**src/rtl/instruction_memory.sv**
```systemverilog
// Program store behind the processor fetch port, loaded over a byte-stream valid/ready port.
// Optional `IMEM_RANGE_GUARD_EN: fetches at or beyond the loaded program length return NOP_WORD.
module instruction_memory #(
   parameter int         DEPTH    = 64,
   parameter logic [7:0] NOP_WORD = 8'hC0
) (
   input  logic       clock,
   input  logic       reset,
   input  logic [7:0] PCAddess,
   output logic [7:0] Instruction,
   input  logic       load_start,
   input  logic       load_valid,
   input  logic [7:0] load_data,
   input  logic       load_last,
   output logic       load_ready,
   output logic       cpu_hold,
   output logic [8:0] prog_len,
   output logic       load_overflow
);

   localparam int          AW        = (DEPTH > 1) ? $clog2(DEPTH) : 1;
   localparam logic [AW:0] LAST_PTR  = (AW + 1)'(DEPTH - 1);
   localparam logic [8:0]  DEPTH_LEN = 9'(DEPTH);

   typedef enum logic [1:0] {
      IDLE,
      LOAD,
      RUN
   } state_t;

   state_t          r_state;
   logic [AW:0]     r_wptr;
   logic [8:0]      r_progLen;
   logic            r_overflow;
   logic            r_cpuHold;
   logic            r_loadReady;
   logic [7:0]      r_mem [DEPTH];

   logic            w_write;
   logic [AW-1:0]   w_fetchIdx;

   // A load_start in LOAD wins over a same-cycle transfer, so that byte is dropped.
   assign w_write = (r_state == LOAD) && load_valid && !load_start;

   always_ff @(posedge clock) begin
      if (w_write) begin
         r_mem[r_wptr[AW-1:0]] <= load_data;
      end
   end

   always_ff @(posedge clock) begin
      if (!reset) begin
         r_state     <= IDLE;
         r_wptr      <= '0;
         r_progLen   <= '0;
         r_overflow  <= 1'b0;
         r_cpuHold   <= 1'b1;
         r_loadReady <= 1'b0;
      end else begin
         case (r_state)
            IDLE: begin
               if (load_start) begin
                  r_state     <= LOAD;
                  r_wptr      <= '0;
                  r_overflow  <= 1'b0;
                  r_cpuHold   <= 1'b1;
                  r_loadReady <= 1'b1;
               end
            end
            LOAD: begin
               if (load_start) begin
                  r_wptr     <= '0;
                  r_overflow <= 1'b0;
               end else if (load_valid) begin
                  r_wptr <= r_wptr + 1'b1;
                  if (load_last) begin
                     r_state     <= RUN;
                     r_progLen   <= 9'(r_wptr) + 9'd1;
                     r_cpuHold   <= 1'b0;
                     r_loadReady <= 1'b0;
                  end else if (r_wptr == LAST_PTR) begin
                     // Array full with no end marker: run what fits and flag it.
                     r_state     <= RUN;
                     r_progLen   <= DEPTH_LEN;
                     r_overflow  <= 1'b1;
                     r_cpuHold   <= 1'b0;
                     r_loadReady <= 1'b0;
                  end
               end
            end
            RUN: begin
               if (load_start) begin
                  r_state     <= LOAD;
                  r_wptr      <= '0;
                  r_overflow  <= 1'b0;
                  r_cpuHold   <= 1'b1;
                  r_loadReady <= 1'b1;
               end
            end
            default: begin
               r_state     <= IDLE;
               r_wptr      <= '0;
               r_cpuHold   <= 1'b1;
               r_loadReady <= 1'b0;
            end
         endcase
      end
   end

   assign w_fetchIdx = AW'({1'b0, PCAddess} % DEPTH_LEN);

   // Zero-latency fetch; NOP_WORD whenever the processor is held or nothing valid is addressed.
   always_comb begin
      Instruction = NOP_WORD;
      if (r_state == RUN) begin
`ifdef IMEM_RANGE_GUARD_EN
         if ({1'b0, PCAddess} < r_progLen) begin
            Instruction = r_mem[w_fetchIdx];
         end
`else
         Instruction = r_mem[w_fetchIdx];
`endif
      end
   end

   assign load_ready    = r_loadReady;
   assign cpu_hold      = r_cpuHold;
   assign prog_len      = r_progLen;
   assign load_overflow = r_overflow;

endmodule

```
**config.mk**
```make
export PLATFORM = sky130hd
export DESIGN_NAME = instruction_memory
export DESIGN_NICKNAME = d
export VERILOG_FILES = /design/src/rtl/instruction_memory.sv
export SDC_FILE = /design/constraint.sdc
export NUM_CORES = 1
export LEC_CHECK = 0
export ABC_CLOCK_PERIOD_IN_PS = 2700
export BUFFER_PORTS_ARGS = -buffer_cell sky130_fd_sc_hd__buf_2
export CORE_MARGIN = 2
export CORE_UTILIZATION = 45
export DETAILED_ROUTE_END_ITERATION = 8
export GPL_TIMING_DRIVEN = 0
export PLACE_DENSITY = 0.73
export SKIP_CTS_REPAIR_TIMING = 1
export SLEW_MARGIN = 20
export SYNTH_ARGS = -nofsm -noshare
export SYNTH_HDL_FRONTEND = slang
export SYNTH_SLANG_ARGS = --single-unit
```
**constraint.sdc**
```tcl
create_clock -name clock -period 2.7 [get_ports clock]
set_input_delay 0.54 -clock clock [delete_from_list [all_inputs] [get_ports clock]]
set_output_delay 0.54 -clock clock [all_outputs]
set_load 0.02 [all_outputs]
```
==> key figures <==
Status
  • Violations in the final reports: negative setup slack
  • Run status: complete, but fails checks

Global routing
  • Total routing resource utilization after global routing: 0.209
  • Global-route wire length before repair: between 70,000 and 80,000 um
  • Total gr overflow: 0
  • Number of global-route vias before repair: between 10,000 and 15,000
  • Antenna violations before repair: 2
  • Pin count of the biggest net entering global routing: 65

Setup path
  • Worst-path cell chain: mux4_2 > mux4_2 > o2111ai_2 > nand4_1 > buf_6
  • Worst setup EP type: primary output
  • Most prevalent standard cell on the critical path: mux4_2
  • CP max-delay cell: mux4_2
  • Crit Path Category: register to primary output
  • Crit start category: register
  • Number of cells on the worst reg-to-reg path: 5
  • Crit path arrival time: roughly 2600 ps
  • Largest stage delay, worst path: about 540 ps
  • Critical Path RT: about 2200 ps
  • Flop2flop setup slack: approximately 50 ps
  • R2r endpoint: r_mem[36][5]$_DFFE_PP_
  • Largest fanout on the critical path: 1
  • Worst flop-to-flop path startpoint: r_state[0]$_SDFFE_PN0P_

Timing
  • Worst relative slew slack: 0.265
  • Maximum achievable frequency: 315 MHz
  • Number of failing hold endpoints at the final stage: 0
  • Setup repair after global routing missed its margin: true
  • Final total negative setup slack: -2970 ps
  • Smallest setup slack after layout: -472 ps
  • Share of the cycle needed by the critical path after routing: 1.17
  • Fin crit period: between 3000 and 4000 ps
  • Max Transition Viols Final: 0
  • Transition time at the pin with the least slew margin: about 1100 ps
  • Final-report setup violation count: 8
  • Clock Skews: around 24 ps

Synth
  • Post-synthesis instance area: 20,800 um2
  • Top cell type's share of synthesized area: 0.740
  • Number of synthesized register bits: 531
  • Number of synthesized flops with an enable pin: 512
  • Synthesized netlist cell count: between 900 and 1,000
  • Top cells by area, synth: edfxtp_1, mux4_2, dfxtp_1
  • Ranking of synthesized cells by instance count: edfxtp_1, mux4_2, nor2_1, mux2i_1, nand2_1
  • Distinct cell type count after synthesis: 46
  • Most frequent cell after synthesis: edfxtp_1
  • Async set or reset register ratio after synthesis: 0
  • Sequential fraction of the synthesis area: 0.758
  • Primary flip-flop cell chosen by synthesis mapping: edfxtp_1
  • Cell type with the largest total area after synthesis: edfxtp_1
  • Number of nets produced by synthesis: between 1,000 and 1,500
  • Synth warnings: 0
  • Per-instance average area after synthesis: roughly 21 um2

Floorplan
  • Horizontal extent of the die: roughly 220 um
  • Site row count: 78
  • Die span in y: between 200 and 250 um
  • Overall die area: 47,900 um2
  • Initial Utilization: 0.457
  • Core outline area: roughly 45,000 um2
  • I/O pin count: 41

Place
  • Count of buffers inserted at the top-level ports: 31
  • Routability congestion estimate from global placement: roughly 0.99
  • Cell area after placement: between 20,000 and 25,000 um2
  • Post-placement cell count: roughly 1,600
  • DPL Wire Length: about 30,000 um
  • Setup Slack @ Placement: -1170 ps

Clock tree
  • Number of levels in the clock H-tree: 2
  • TritonCTS Sinks: roughly 530
  • Maximum clock path buffer count: 3
  • Worst-Skew Late Latency: 600 ps
  • TritonCTS clock tree: done
  • CTS root buffer: clkbuf_16
  • Number of buffers added by the clock tree synthesis step: 53
  • Clock slew at reported path FFs: roughly 60 ps

Power
  • Logic pwr share: 0.051
  • Static Leak: ~7.6 nW
  • Clk network pwr share: 0.426
  • Pwr dens: between 700 and 800 nW/um2
  • Total Power Consumption: about 0.017 W
  • Internal power contribution: around 0.014 W
  • Power spent charging and discharging nets: 0.00355 W
  • Max VDD drop: roughly 0.46 mV
  • Switching portion of total power: 0.205
  • Register share of total power: 0.523

Drt
  • Routed via count: 10,600
  • Number of detailed-routing iterations run before antenna repair: 5
  • Number of violations reported at the end of detailed-routing iteration 0: 1,366
  • Detailed-route DRC error count: 0
  • WL per Instance: approximately 29 um
  • Count of antenna-violating nets left after detailed routing: 0
  • Via density per instance: about 6.1
  • Final wirelength: around 50,000 um

Hold path
  • Hold-critical path depth: 3
  • Critical hold path startpoint: load_start
  • Worst Hold End: r_state[0]$_SDFFE_PN0P_
  • Worst min path class: input port to register

Final layout
  • Area added between synthesis and finish: 18.3%
  • Filler instances: 3,400
  • Final net count: 1,109
  • Number of non-filler instances in the completed layout: approximately 1,700
  • Finished Cell Area: 24,600 um2
  • Proportion of layout cells with a drive suffix above 1: 0.367

Flow run
  • Max-Cap Viols: 0
-- flip-flops by register name, summed over array words and instances, names as in the netlist --
register and cells:
prog_len 8, r_wptr 7, load_overflow 1, r_mem 512, r_state 2, cpu_hold 1
-- layout make-up --
cell class	instances	area, um2	share of cell area
diodes	1	2.50	0.000102
plain buffers	54	577	0.0235
clock buffers	77	1570	0.0639
clock inverters	22	193	0.00784
inverters	3	11.3	0.000458
multi-input cells	397	5350	0.218
flip-flops and latches	531	15800	0.641
well taps	600	751	0.0305
repair buffers	47	368	0.0150
-- worst max-delay path: cells and delay by family (launching register included) --
kind,cells,cell delay (ps)
and+or+nand+nor,1,210
DFF,1,380
muxes,2,1060
AOI/OAI and AO/OA,1,200
buffers and inverters,1,200
-- through the flow --
step / util / hold slack [ps]
after floorplan: - / 519
after global placement: 0.478 / 465
after detailed placement: 0.478 / 465
after CTS: 0.516 / 249
after global routing: 0.540 / 276
final: 0.540 / 259
-- kinds of logic after synthesis --
logic type,count (synthesis),synth area share
mux,177,0.171
fa+ha+maj,1,0.000602
other cells,1,0.000181
buf+inv,58,0.0142
compound gates,59,0.0202
flops,531,0.758
simple gates,155,0.0339
xor+xnor,4,0.00169
-- cells in the final DEF, fill, tap and decap left out, types with 8 or more instances in the layout --
master	netlist	routed
edfxtp_1	512	512
mux4_2	142	142
clkbuf_16	0	58
nor2_4	0	44
clkbuf_1	23	26
buf_4	11	25
mux2i_1	34	21
nor2_2	0	21
buf_2	16	20
dfxtp_1	19	19
nand2_1	24	18
nor2_1	80	15
nor2b_1	16	15
buf_6	2	10
o21ai_0	10	9
buf_12	0	9
clkbuf_8	0	9
a22oi_1	11	8
buf_8	0	8
-- worst max-delay path by stage --
| stage | startpoint | to | slack (ps) | cells after the start |
|---|---|---|---|---|
| after global placement | PCAddess[2] | Instruction[7] | -1170 | 9 |
| after global routing | r_mem[60][7]$_DFFE_PP_ | Instruction[7] | -490 | 5 |
| final | r_mem[59][7]$_DFFE_PP_ | Instruction[7] | -470 | 5 |
| after detailed placement | PCAddess[2] | Instruction[7] | -1170 | 9 |
| after floorplan | PCAddess[1] | Instruction[0] | -6 | 6 |
| after CTS | PCAddess[2] | Instruction[7] | -1180 | 9 |
-- routing by layer --
layer	vias to the layer above	share of wire	track usage
li1	4312	-	-
met1	5561	0.38	0.290
met2	669	0.48	0.327
met3	87	0.11	0.0511
met4	2	0.028	0.0705
met5	-	0.00026	0
-- power by group through the flow --
stage                     clock [W]  combinational (W)  sequential, W
after detailed placement          0           0.000755        0.00921
after global placement            0           0.000737        0.00921
after CTS                   0.00739           0.000758        0.00904
final                       0.00734           0.000881        0.00903
after floorplan                   0           0.000415        0.00921
after global routing        0.00768           0.000919        0.00903
(Power assumes the default switching activity.)
